==> src/rtl/wptr_full_ctrl_if.sv <==
`default_nettype none
// ============================================================================
// Module      : wptr_full_ctrl_if
// Description : Write-side pointer/status bundle of the asynchronous FIFO.
//               Groups the write request, the synchronised Gray read pointer,
//               the status thresholds and every pointer/flag output.
//   master : write client (drives w_en, g_rptr_sync, afull_thresh, clr_ovf)
//   slave  : wptr_full_ctrl (drives waddr, w_accept, pointers and flags)
// Revision    : 1.0 - initial release
// ============================================================================
interface wptr_full_ctrl_if #(
  parameter int PTRWIDTH = 3
);
  // Client side
  logic                w_en;
  logic [PTRWIDTH:0]   g_rptr_sync;
  logic [PTRWIDTH:0]   afull_thresh;
  logic                clr_ovf;
  // Controller side
  logic [PTRWIDTH-1:0] waddr;
  logic                w_accept;
  logic [PTRWIDTH:0]   b_wptr;
  logic [PTRWIDTH:0]   g_wptr;
  logic                full;
  logic                almost_full;
  logic [PTRWIDTH:0]   wlevel;
  logic                overflow;

  modport master (
    output w_en, g_rptr_sync, afull_thresh, clr_ovf,
    input  waddr, w_accept, b_wptr, g_wptr, full, almost_full, wlevel, overflow
  );

  modport slave (
    input  w_en, g_rptr_sync, afull_thresh, clr_ovf,
    output waddr, w_accept, b_wptr, g_wptr, full, almost_full, wlevel, overflow
  );
endinterface
`default_nettype wire

==> src/rtl/wptr_full_ctrl.sv <==
`default_nettype none
// ============================================================================
// Module      : wptr_full_ctrl
// Description : Write-side pointer and status controller of the asynchronous
//               FIFO. Keeps binary and Gray write pointers, drives the RAM
//               write address/strobe and derives full, almost_full, fill level
//               and a sticky overflow flag from the synchronised Gray read
//               pointer. Every flag is computed from the next-state pointer,
//               so full rises on the same edge as the write that fills.
// Ports       :
//   wclk  - write-domain clock, all state changes on its rising edge
//   wrst  - asynchronous active-high reset, clears all registered outputs
//   bus   - wptr_full_ctrl_if.slave:
//             w_en, g_rptr_sync, afull_thresh, clr_ovf           (inputs)
//             waddr, w_accept, b_wptr, g_wptr, full, almost_full,
//             wlevel, overflow                                   (outputs)
// Parameters  : PTRWIDTH - address bits, depth 2**PTRWIDTH, legal 2..12
// Revision    : 1.0 - initial release
// ============================================================================
module wptr_full_ctrl #(
  parameter int PTRWIDTH = 3
) (
  input  wire logic       wclk,
  input  wire logic       wrst,
  wptr_full_ctrl_if.slave bus
);

  // --------------------------------------------------------------------------
  // State
  // --------------------------------------------------------------------------
  logic [PTRWIDTH:0] r_b_wptr;
  logic [PTRWIDTH:0] r_g_wptr;
  logic [PTRWIDTH:0] r_wlevel;
  logic              r_full;
  logic              r_almost_full;
  logic              r_overflow;

  // --------------------------------------------------------------------------
  // Next-state wires
  // --------------------------------------------------------------------------
  logic [PTRWIDTH:0] w_rbin;
  logic [PTRWIDTH:0] w_b_next;
  logic [PTRWIDTH:0] w_g_next;
  logic [PTRWIDTH:0] w_level_next;
  logic [PTRWIDTH:0] w_full_pattern;
  logic              w_accept;
  logic              w_full_next;
  logic              w_afull_next;
  logic              w_ovf_next;

  // --------------------------------------------------------------------------
  // Gray-to-binary of the read pointer. Bit i of the binary value is the XOR
  // of all Gray bits from the MSB down to i; writing each bit as a reduction
  // of the shifted Gray word keeps the chain free of bit-level feedback.
  // --------------------------------------------------------------------------
  generate
    for (genvar i = 0; i <= PTRWIDTH; i++) begin : g_g2b
      assign w_rbin[i] = ^(bus.g_rptr_sync >> i);
    end
  endgenerate

  // A write is only taken while the registered full flag is low.
  assign w_accept = bus.w_en & ~r_full;

  assign w_b_next = r_b_wptr + {{PTRWIDTH{1'b0}}, w_accept};
  assign w_g_next = w_b_next ^ (w_b_next >> 1);

  // In Gray code the write pointer is exactly one lap ahead of the read
  // pointer when the two MSBs are inverted and the remaining bits match.
  assign w_full_pattern = {~bus.g_rptr_sync[PTRWIDTH:PTRWIDTH-1],
                           bus.g_rptr_sync[PTRWIDTH-2:0]};
  assign w_full_next    = (w_g_next == w_full_pattern);

  // Modular difference; the extra pointer bit lets it reach DEPTH.
  assign w_level_next = w_b_next - w_rbin;
  assign w_afull_next = (w_level_next >= bus.afull_thresh);

  // A dropped write sets the sticky flag and wins over a same-edge clear.
  always_comb begin
    w_ovf_next = r_overflow;
    if (bus.w_en && r_full) begin
      w_ovf_next = 1'b1;
    end else if (bus.clr_ovf) begin
      w_ovf_next = 1'b0;
    end
  end

  // --------------------------------------------------------------------------
  // Registers
  // --------------------------------------------------------------------------
  always_ff @(posedge wclk or posedge wrst) begin
    if (wrst) begin
      r_b_wptr      <= '0;
      r_g_wptr      <= '0;
      r_wlevel      <= '0;
      r_full        <= 1'b0;
      r_almost_full <= 1'b0;
      r_overflow    <= 1'b0;
    end else begin
      r_b_wptr      <= w_b_next;
      r_g_wptr      <= w_g_next;
      r_wlevel      <= w_level_next;
      r_full        <= w_full_next;
      r_almost_full <= w_afull_next;
      r_overflow    <= w_ovf_next;
    end
  end

  // --------------------------------------------------------------------------
  // Outputs. Only the registered Gray pointer leaves this domain.
  // --------------------------------------------------------------------------
  assign bus.waddr       = r_b_wptr[PTRWIDTH-1:0];
  assign bus.w_accept    = w_accept;
  assign bus.b_wptr      = r_b_wptr;
  assign bus.g_wptr      = r_g_wptr;
  assign bus.full        = r_full;
  assign bus.almost_full = r_almost_full;
  assign bus.wlevel      = r_wlevel;
  assign bus.overflow    = r_overflow;

endmodule
`default_nettype wire
==> src/flat_wrapper.sv <==
// flat-port wrapper written by rule: the top's interface ports become plain ports
module wptr_full_ctrl_flat 
#(
  parameter int PTRWIDTH = 3
)
  (wclk, wrst, bus_w_en, bus_g_rptr_sync, bus_afull_thresh, bus_clr_ovf, bus_waddr, bus_w_accept, bus_b_wptr, bus_g_wptr, bus_full, bus_almost_full, bus_wlevel, bus_overflow);
  wptr_full_ctrl_if #(.PTRWIDTH(PTRWIDTH)) bus_i ();
  input  wire logic wclk;
  input  wire logic wrst;
  input wire logic [$bits(bus_i.w_en)-1:0] bus_w_en;
  input wire logic [$bits(bus_i.g_rptr_sync)-1:0] bus_g_rptr_sync;
  input wire logic [$bits(bus_i.afull_thresh)-1:0] bus_afull_thresh;
  input wire logic [$bits(bus_i.clr_ovf)-1:0] bus_clr_ovf;
  output wire logic [$bits(bus_i.waddr)-1:0] bus_waddr;
  output wire logic [$bits(bus_i.w_accept)-1:0] bus_w_accept;
  output wire logic [$bits(bus_i.b_wptr)-1:0] bus_b_wptr;
  output wire logic [$bits(bus_i.g_wptr)-1:0] bus_g_wptr;
  output wire logic [$bits(bus_i.full)-1:0] bus_full;
  output wire logic [$bits(bus_i.almost_full)-1:0] bus_almost_full;
  output wire logic [$bits(bus_i.wlevel)-1:0] bus_wlevel;
  output wire logic [$bits(bus_i.overflow)-1:0] bus_overflow;
  assign bus_i.w_en = bus_w_en;
  assign bus_i.g_rptr_sync = bus_g_rptr_sync;
  assign bus_i.afull_thresh = bus_afull_thresh;
  assign bus_i.clr_ovf = bus_clr_ovf;
  assign bus_waddr = bus_i.waddr;
  assign bus_w_accept = bus_i.w_accept;
  assign bus_b_wptr = bus_i.b_wptr;
  assign bus_g_wptr = bus_i.g_wptr;
  assign bus_full = bus_i.full;
  assign bus_almost_full = bus_i.almost_full;
  assign bus_wlevel = bus_i.wlevel;
  assign bus_overflow = bus_i.overflow;
  wptr_full_ctrl #(.PTRWIDTH(PTRWIDTH)) u_core (.wclk(wclk), .wrst(wrst), .bus(bus_i));
endmodule
==> config.mk <==
export PLATFORM = sky130hd
export DESIGN_NAME = wptr_full_ctrl_flat
export DESIGN_NICKNAME = d
export VERILOG_FILES = /design/src/rtl/wptr_full_ctrl_if.sv /design/src/rtl/wptr_full_ctrl.sv /design/src/flat_wrapper.sv
export SDC_FILE = /design/constraint.sdc
export NUM_CORES = 1
export LEC_CHECK = 0
export BUFFER_PORTS_ARGS = -buffer_cell sky130_fd_sc_hd__buf_2
export CORE_AREA = 2 2 48 50
export CTS_CLUSTER_DIAMETER = 200
export DETAILED_ROUTE_END_ITERATION = 16
export DIE_AREA = 0 0 50 52
export RECOVER_POWER = 25
export REMOVE_ABC_BUFFERS = 1
export SYNTH_ARGS = -nofsm -noshare
export SYNTH_HDL_FRONTEND = slang
export SYNTH_SLANG_ARGS = --single-unit
export TNS_END_PERCENT = 1
==> constraint.sdc <==
create_clock -name wclk -period 3.6 [get_ports wclk]
set_clock_uncertainty 0.1 [all_clocks]
set_input_delay 0.72 -clock wclk [delete_from_list [all_inputs] [get_ports wclk]]
set_output_delay 0.72 -clock wclk [all_outputs]
set_load 0.01 [all_outputs]
==> results of run 1 <==
## worst max path at each step
stage	start	end	slack (ns)	cells after the start
floorplan	bus_w_en	u_core.bus.almost_full	0.56	10
global placement	bus_w_en	u_core.bus.almost_full	0.38	11
detailed placement	bus_g_rptr_sync[3]	u_core.bus.almost_full	0.33	11
CTS	bus_g_rptr_sync[3]	u_core.bus.almost_full	0.64	11
global route	bus_g_rptr_sync[3]	u_core.bus.almost_full	0.48	11
finish	bus_g_rptr_sync[3]	u_core.bus.almost_full	0.66	11
## flip-flops by register name (all words and copies together), names as in the netlist
| register | cells |
|---|---|
| u_core.bus.overflow | 1 |
| u_core.bus.b_wptr | 4 |
| u_core.bus.almost_full | 1 |
| u_core.bus.g_wptr | 3 |
| u_core.bus.full | 1 |
| u_core.bus.wlevel | 4 |
## kinds of logic (layout without fill, tap and decap cells)
group	Yosys count	after routing	share of synthesized area
AO/OA/AOI/OAI	7	7	0.0670
XOR/XNOR	14	14	0.166
adder cells (fa/ha/maj)	10	10	0.169
buffers and inverters	16	46	0.0957
flip-flops	14	14	0.447
AND/OR/NAND/NOR	8	8	0.0558
## through the flow
stage | utilization | cell area [µm²] | hold WS, ns | total power [mW] | instances
2_1_floorplan | - | 754 | 0.426 | 0.758 | 65
3_5_place_dp | 0.446 | 940 | 0.396 | 0.951 | 123
5_1_grt | 0.463 | 976 | 0.420 | 1.17 | 127
6_report | 0.463 | 976 | 0.356 | 1.05 | 127
4_1_cts | 0.463 | 976 | 0.376 | 1.07 | 127
3_3_place_gp | 0.446 | 940 | 0.391 | 0.931 | 123
## layout by cell type, fill, tap and decap left out
cell / n
nand3_1: 3
a22oi_2: 1
xor2_2: 1
nand2_1: 1
fa_1: 1
inv_1: 12
a21oi_1: 1
xor2_1: 7
a21o_1: 4
nand2b_1: 1
buf_2: 30
or3_1: 2
clkbuf_4: 3
nor2b_1: 1
ha_1: 9
xnor2_1: 6
clkbuf_8: 1
o21ai_0: 1
dfrtp_1: 14
## per-layer routing
metal | part of all wire | wire [µm] | vias up | global-route usage
met5 | 0 | 0 | - | 0
met4 | 0.022 | 29 | 0 | 0.0972
met3 | 0.046 | 60 | 4 | 0.0115
met2 | 0.52 | 680 | 17 | 0.189
met1 | 0.41 | 538 | 256 | 0.133
li1 | - | - | 273 | -
## area by class of cell
type / instances / area, µm²
clock buffer: 4 / 36.3
fill: 205 / 1130
inverter: 12 / 45.0
multi-input combinational: 39 / 359
sequential: 14 / 350
tap: 28 / 35.0
timing repair buffer: 30 / 150
## power by group through the flow
stage	clock network [mW]	logic, mW	registers, mW
6_report	0.115	0.654	0.284
2_1_floorplan	0	0.411	0.347
3_3_place_gp	0	0.646	0.285
4_1_cts	0.119	0.666	0.286
3_5_place_dp	0	0.662	0.289
5_1_grt	0.123	0.751	0.293
==> qor.yml, run 1 <==
placement:
  place_hpwl_um: 1070
  io_buffers: 30
  gp_congestion: 0.678
  place_ws_ns: 0.334
timing:
  setup_viol: 0
  period_share: 0.818
  fin_setup_tns_ns: 0
  fmax_ghz: 0.340
  slew_headroom: 0.645
  hold_viol_final: 0
  drv_slew: 0
  setup_ws_ns: 0.656
  tightest_slew_ns: 0.532
  rsz0062_at_grt: "no"
  period_needed_ns: 2.94
drt:
  first_pass_iters: 4
  wl_per_cell_um: 10.3
  vias: 550
  vias_per_cell: 4.33
  post-route-drc-count: 0
  drt-total-wl_um: 1310
  drtAntennaViolNets: 0
  drt_iter0_markers: 2
min_path:
  holdCritPathClass: "in2async"
worst_setup_path:
  path_max_fanout: 4
  cp_data_required_time_ns: 3.68
  cp_cell_sequence: "buf_2 > xnor2_1 > xor2_1 > xnor2_1 > ha_1 > fa_1 > inv_1 > ha_1 > a21o_1 > a21o_1 > a21o_1"
  slowest_delay_ns: 0.51
  r2r_slack_ns: 0.92
  worst-path-buf-inv: 2
  crit_top_cell: "a21o_1"
  worstReg2RegStart: "u_core.bus.full"
  start_kind: "input port"
  ff2ff_path_depth: 10
  end_kind: "flop"
  path_delay_family: "adder cells"
  path_class: "in2reg"
  crit_arrival_ns: 3.03
  reg2reg_to: "u_core.bus.almost_full"
  cpMaxStageDelayCell: "fa_1"
clock_network:
  clk_pin_slew_worst_paths_ns: 0.09
  cts_root_buffer: "clkbuf_4"
  cts_resized: 0
  cts_tree: "yes"
  clock-sinks: 14
  holdBufCountCts: 0
  cts-htree-levels: 1
  clk_latency_ns: 0.28
  cts_buffer_depth: 2
  cts_buffers: 3
  cts_setup_buffers: 0
floorplan:
  dieArea_mm2: 0.00260
  die_w_um: 50
  core-area_mm2: 0.00211
  dieHeight_um: 52
  rows: 17
  pin_count: 31
  start_util: 0.373
synthesis:
  syn_area_per_cell_um2: 11.4
  ys_ff_latch: 14
  synth_common_cells: "dfrtp_1, inv_1, ha_1"
  yosysWarnings: 0
  synthMostInstantiatedCell: "dfrtp_1"
  syn-cell-area_um2: 785
  synthDistinctLibCells: 17
  synthTopCellsByArea: "dfrtp_1, ha_1, xor2_1, xnor2_1, inv_1"
  synth_largest_area_cell: "dfrtp_1"
  synth_flop_cell: "dfrtp_1"
  async_flop_share: 1.00
  synthCells: 69
  seq_area_frac_synth: 0.447
  synth-edff-count: 0
  yosys.area.top_type_share: 0.447
layout:
  fin_nets: 122
  diodes: 0
  syn2layout_area_growth_pct: 24.4
  layout-drive-gt1-share: 0.364
pwr:
  p_clk_frac: 0.110
  p_int_mw: 0.616
  vdd_drop_max_uv: 394
  power-per-cell-area_mw_per_mm2: 1080
  p_leak_nw: 0.539
  swShare: 0.416
  power.switching_mw: 0.438
  seq_power_share: 0.269
  power_frac_comb: 0.621
job:
  maxCapViolCount: 0
global_routing:
  grt_pass1_wl_um: 2170
  overflow: 0
  grt.total_usage: 0.114
  grt_pass1_vias: 541
  antenna_found_initial: 0
  grt_max_degree: 15
outcome:
  outcome: "complete, no violations"
Power figures use the tool's default switching activity.
==> run 2, diff against run 1 <==
--- a/config.mk
+++ b/config.mk
@@ -10,6 +10,7 @@
 export CTS_CLUSTER_DIAMETER = 200
 export DETAILED_ROUTE_END_ITERATION = 16
 export DIE_AREA = 0 0 50 52
+export PLACE_DENSITY = 0.67
 export RECOVER_POWER = 25
 export REMOVE_ABC_BUFFERS = 1
 export SYNTH_ARGS = -nofsm -noshare
==> constraint.sdc (replaced) <==
create_clock -name wclk -period 2.6 [get_ports wclk]
set_clock_uncertainty 0.1 [all_clocks]
set_input_delay 0.52 -clock wclk [delete_from_list [all_inputs] [get_ports wclk]]
set_output_delay 0.52 -clock wclk [all_outputs]
set_load 0.01 [all_outputs]
==> qor.yml, run 2 (synthesis results as in run 1) <==
layout:
  diodes: 0  # unchanged
  layout_commonest_cell: "buf_2"  # unchanged
  utilization: 0.523  # was 0.463
  fillers: 205  # unchanged
  multi_input_area_um2: 394  # was 359 µm²
  layout-drive-gt1-share: 0.495  # was 0.364
  syn2layout_area_growth_pct: 40.4  # was 24.4%
  fin_nets: 134  # was 122
  regArea_um2: 350  # unchanged
  final_cells: 139  # was 127
  layout_common_cells: "buf_2, dfrtp_1, buf_4, inv_1"  # was buf_2, dfrtp_1, inv_1, ha_1, xor2_1
clock_network:
  cts_buffers: 3  # unchanged
  cts_buffer_depth: 2  # unchanged
  clock-sinks: 14  # unchanged
  cts-htree-levels: 1  # unchanged
  cts_root_buffer: "clkbuf_4"  # unchanged
  cts_tree: "yes"  # unchanged
  clk_latency_ns: 0.28  # about the same
  holdBufCountCts: 0  # unchanged
  clk_pin_slew_worst_paths_ns: 0.09  # about the same
floorplan:
  core-area_mm2: 0.00211  # unchanged
  dieHeight_um: 52  # unchanged
  start_util: 0.373  # unchanged
  die_w_um: 50  # unchanged
  dieArea_mm2: 0.00260  # unchanged
  rows: 17  # unchanged
  pin_count: 31  # unchanged
min_path:
  holdCritPathClass: "in2async"  # unchanged
timing:
  period_share: 0.973
  drv_slew: 0  # unchanged
  slew_headroom: 0.648  # was 0.645
  fmax_ghz: 0.395
  period_needed_ns: 2.53
  hold_viol_final: 0  # unchanged
  setup_viol: 0  # unchanged
  fin_setup_tns_ns: 0  # unchanged
  setup_ws_ns: 0.0701  # was 0.656 ns
  tightest_slew_ns: 0.528  # was 0.532 ns
placement:
  place_ws_ns: -0.345  # was 0.334 ns
  gp_congestion: 0.769  # was 0.678
  io_buffers: 30  # unchanged
  dp_cells: 134  # was 123
  place_hpwl_um: 1160  # was 1070 µm
worst_setup_path:
  end_kind: "flop"  # unchanged
  path_class: "in2reg"  # unchanged
  start_kind: "input port"  # unchanged
  reg2reg_to: "u_core.bus.almost_full"  # unchanged
  path_max_fanout: 2  # was 4
  worstReg2RegStart: "u_core.bus.full"  # unchanged
  r2r_slack_ns: 0.08  # was 0.92 ns
  crit_arrival_ns: 2.60  # was 3.03 ns
  ff2ff_path_depth: 10  # unchanged
  cp_data_required_time_ns: 2.67  # was 3.68 ns
global_routing:
  grt_pass1_vias: 585  # was 541
  grt.total_usage: 0.122  # was 0.114
  antenna_found_initial: 0  # unchanged
  grt_max_degree: 15  # unchanged
  grt_pass1_wl_um: 2330  # was 2170 µm
  overflow: 0  # unchanged
drt:
  first_pass_iters: 1  # was 4
  drt-total-wl_um: 1450  # was 1310 µm
  wl_per_cell_um: 10.4  # was 10.3 µm
  drt_iter0_markers: 0  # was 2
  post-route-drc-count: 0  # unchanged
  vias: 594  # was 550
  vias_per_cell: 4.27  # was 4.33
  drtAntennaViolNets: 0  # unchanged
pwr:
  seq_power_share: 0.243  # was 0.269
  power-per-cell-area_mw_per_mm2: 1480  # was 1080 mW/mm²
  power.switching_mw: 0.655  # was 0.438 mW
  p_int_mw: 0.972  # was 0.616 mW
  p_leak_nw: 0.601  # was 0.539 nW
  p_clk_frac: 0.096  # was 0.110
  vdd_drop_max_uv: 618  # was 394 µV
  swShare: 0.403  # was 0.416
  power_frac_comb: 0.661  # was 0.621
outcome:
  outcome: "complete, no violations"  # unchanged
job:
  maxCapViolCount: 0  # unchanged
run 2: cell count changes in the layout (fill, tap and decap cells not counted), sizes merged:
cell,previous run,this run
buf,30,42
run 2: repair_timing:
item                                    4_1_cts  5_1_grt
pin swaps                                     1        7
endpoints found under the setup margin        1        1
setup buffers                                 0        1
gates resized for setup                       1        6
run 2: per-stage QoR:
step / total power, mW / cell area, µm² / hold WS [ns]
global route: 1.79 / 1100 / 0.226
finish: 1.63 / 1100 / 0.165
CTS: 1.59 / 1070 / 0.184
global placement: 1.39 / 1020 / 0.386
detailed placement: 1.43 / 1020 / 0.402
floorplan: 1.05 / 754 / 0.309
run 2: final cells by class:
type,count,share of cell area
inverter,12,0.0409
clock buffer,4,0.0330
multi-input combinational,39,0.358
sequential,14,0.318
tap,28,0.0318
timing repair buffer,42,0.218
run 2: worst max path at each step:
stage,from,to,slack (ns),depth (start not counted)
after global routing,bus_g_rptr_sync[2],u_core.bus.almost_full,-0.02,11
after global placement,bus_g_rptr_sync[3],u_core.bus.almost_full,-0.29,11
after detailed placement,bus_g_rptr_sync[3],u_core.bus.almost_full,-0.34,11
final,bus_w_en,u_core.bus.almost_full,0.07,11
after floorplan,bus_w_en,u_core.bus.almost_full,-0.24,10
after CTS,bus_g_rptr_sync[3],u_core.bus.almost_full,0.003,11
run 2: power groups by stage:
stage / clock [mW] / sequential, mW / combinational (mW)
2_1_floorplan: 0 / 0.480 / 0.569
3_3_place_gp: 0 / 0.395 / 0.996
3_5_place_dp: 0 / 0.402 / 1.03
4_1_cts: 0.160 / 0.396 / 1.03
5_1_grt: 0.170 / 0.406 / 1.21
6_report: 0.156 / 0.395 / 1.08
run 2: layer usage:
metal / global-route usage / vias up / wire [µm]
met5: 0 / - / 0
li1: - / 296 / -
met3: 0.0201 / 4 / 77
met4: 0.0972 / 0 / 40
met1: 0.139 / 274 / 625
met2: 0.204 / 20 / 704
run 2: critical path, cell delays in order:
cell     delay (ns)
buf_2          0.10
nor2b_2        0.15
ha_2           0.17
ha_1           0.29
inv_1          0.07
fa_1           0.55
inv_2          0.05
ha_4           0.22
a21o_1         0.15
a21o_1         0.17
a21o_1         0.16
==> run 3, diff against run 2 <==
--- a/config.mk
+++ b/config.mk
@@ -10,6 +10,7 @@
 export CTS_CLUSTER_DIAMETER = 200
 export DETAILED_ROUTE_END_ITERATION = 16
 export DIE_AREA = 0 0 50 52
+export MAX_ROUTING_LAYER = met4
 export PLACE_DENSITY = 0.67
 export RECOVER_POWER = 25
 export REMOVE_ABC_BUFFERS = 1
==> qor.yml, run 3 (synthesis results as in run 1) <==
outcome:
  outcome: "complete, no violations"  # unchanged
clock_network:
  clk_pin_slew_worst_paths_ns: 0.09  # about the same
  cts_tree: "yes"  # unchanged
  holdBufCountCts: 0  # unchanged
  clock-sinks: 14  # unchanged
  cts_buffer_depth: 2  # unchanged
  clk_latency_ns: 0.28  # about the same
  cts_buffers: 3  # unchanged
  cts_root_buffer: "clkbuf_4"  # unchanged
  cts-htree-levels: 1  # unchanged
floorplan:
  dieArea_mm2: 0.00260  # unchanged
  start_util: 0.373  # unchanged
  dieHeight_um: 52  # unchanged
  rows: 17  # unchanged
  core-area_mm2: 0.00211  # unchanged
  pin_count: 31  # unchanged
  die_w_um: 50  # unchanged
worst_setup_path:
  start_kind: "input port"  # unchanged
  end_kind: "flop"  # unchanged
  cpMaxStageDelayCell: "fa_1"  # unchanged
  worstReg2RegStart: "u_core.bus.full"  # unchanged
  path_max_fanout: 2  # unchanged
  cp_data_required_time_ns: 2.67  # about the same
  cp_cell_sequence: "buf_2 > nor2b_2 > ha_2 > ha_1 > inv_1 > fa_1 > inv_2 > ha_4 > a21o_1 > a21o_1 > a21o_1"  # unchanged
  startpoint: "bus_w_en"  # unchanged
  path_class: "in2reg"  # unchanged
  crit_top_cell: "a21o_1"  # unchanged
  crit_arrival_ns: 2.60  # about the same
  worst-path-buf-inv: 3  # unchanged
  slowest_delay_ns: 0.55  # about the same
  path_delay_family: "adder cells"  # unchanged
timing:
  period_share: 0.973  # about the same
  setup_viol: 0  # unchanged
  hold_viol_final: 0  # unchanged
  drv_slew: 0  # unchanged
  fmax_ghz: 0.395  # about the same
  tightest_slew_ns: 0.528  # unchanged
  period_needed_ns: 2.53  # about the same
  slew_headroom: 0.648  # unchanged
min_path:
  holdCritPathClass: "in2async"  # unchanged
pwr:
  power-per-cell-area_mw_per_mm2: 1480  # about the same
  p_total_mw: 1.63  # about the same
  p_leak_nw: 0.601  # unchanged
  vdd_drop_max_uv: 618  # about the same
drt:
  first_pass_iters: 1  # unchanged
  post-route-drc-count: 0  # unchanged
  drt_iter0_markers: 0  # unchanged
  wl_per_cell_um: 10.4  # unchanged
  drt-total-wl_um: 1450  # unchanged
  drtAntennaViolNets: 0  # unchanged
  vias: 594  # unchanged
  vias_per_cell: 4.27  # unchanged
layout:
  design_area_mm2: 0.00110  # unchanged
  fin_nets: 134  # unchanged
  multi_input_area_um2: 394  # unchanged
  syn2layout_area_growth_pct: 40.4  # unchanged
  layout-drive-gt1-share: 0.495  # unchanged
  fillers: 205  # unchanged
  diodes: 0  # unchanged
  regArea_um2: 350  # unchanged
  layout_common_cells: "buf_2, dfrtp_1, buf_4, inv_1"  # unchanged
  layout_commonest_cell: "buf_2"  # unchanged
global_routing:
  grt.total_usage: 0.126  # was 0.122
  grt_max_degree: 15  # unchanged
  antenna_found_initial: 0  # unchanged
  overflow: 0  # unchanged
  grt_pass1_wl_um: 2320  # was 2330 µm
  grt_pass1_vias: 586  # was 585
job:
  maxCapViolCount: 0  # unchanged
placement:
  gp_congestion: 0.779  # was 0.769
  postPlaceCellArea_mm2: 0.00102  # unchanged
  io_buffers: 30  # unchanged
  place_hpwl_um: 1160  # unchanged
==> run 3: area by class of cell <==
cell class                      instances  area share
Multi-Input combinational cell         39       0.358
Sequential cell                        14       0.318
Timing Repair Buffer                   42       0.218
Inverter                               12      0.0409
Clock buffer                            4      0.0330
Tap cell                               28      0.0318
==> run 3: metrics by stage <==
step	util	setup WS, ns	TNS (ns)	cells	hold slack, ns
after floorplan	-	-0.238	-0.238	65	0.309
after global placement	0.485	-0.285	-0.285	134	0.386
after detailed placement	0.485	-0.345	-0.345	134	0.402
after CTS	0.506	0.00287	0	138	0.184
after global routing	0.523	-0.0169	-0.0169	139	0.226
final	0.523	0.0702	0	139	0.165
==> run 3: final timing paths <==
check                                         end  slack (ns)  cells after the start
max                        u_core.bus.almost_full        0.07                     11
min in group wclk             u_core.bus.overflow        0.33                      2
min reg2reg                   u_core.bus.overflow        0.43                      2
min                               u_core.bus.full        0.16                      2
max in group asynchronous    u_core.bus.b_wptr[0]        1.88                      2
max reg2reg                u_core.bus.almost_full        0.08                     10
==> run 3: timing repair <==
action / in CTS / in global routing
setup endpoints to repair: 1 / 1
hold endpoints to repair: 0 / 0
pin swaps: 1 / 7
resized for setup: 1 / 6
buffers inserted: 0 / 1
==> run 3: per-layer routing <==
layer	GRT usage	wire, µm
met4	0.0972	40
met1	0.139	625
met5	-	0
met3	0.0201	77
met2	0.204	704
==> run 3: where the power goes <==
group	leakage, nW	internal (mW)	switching [mW]
registers	0.168	0.344	0.0518
clock network	0.0210	0.0851	0.0705
logic	0.412	0.543	0.533
total	0.601	0.972	0.655
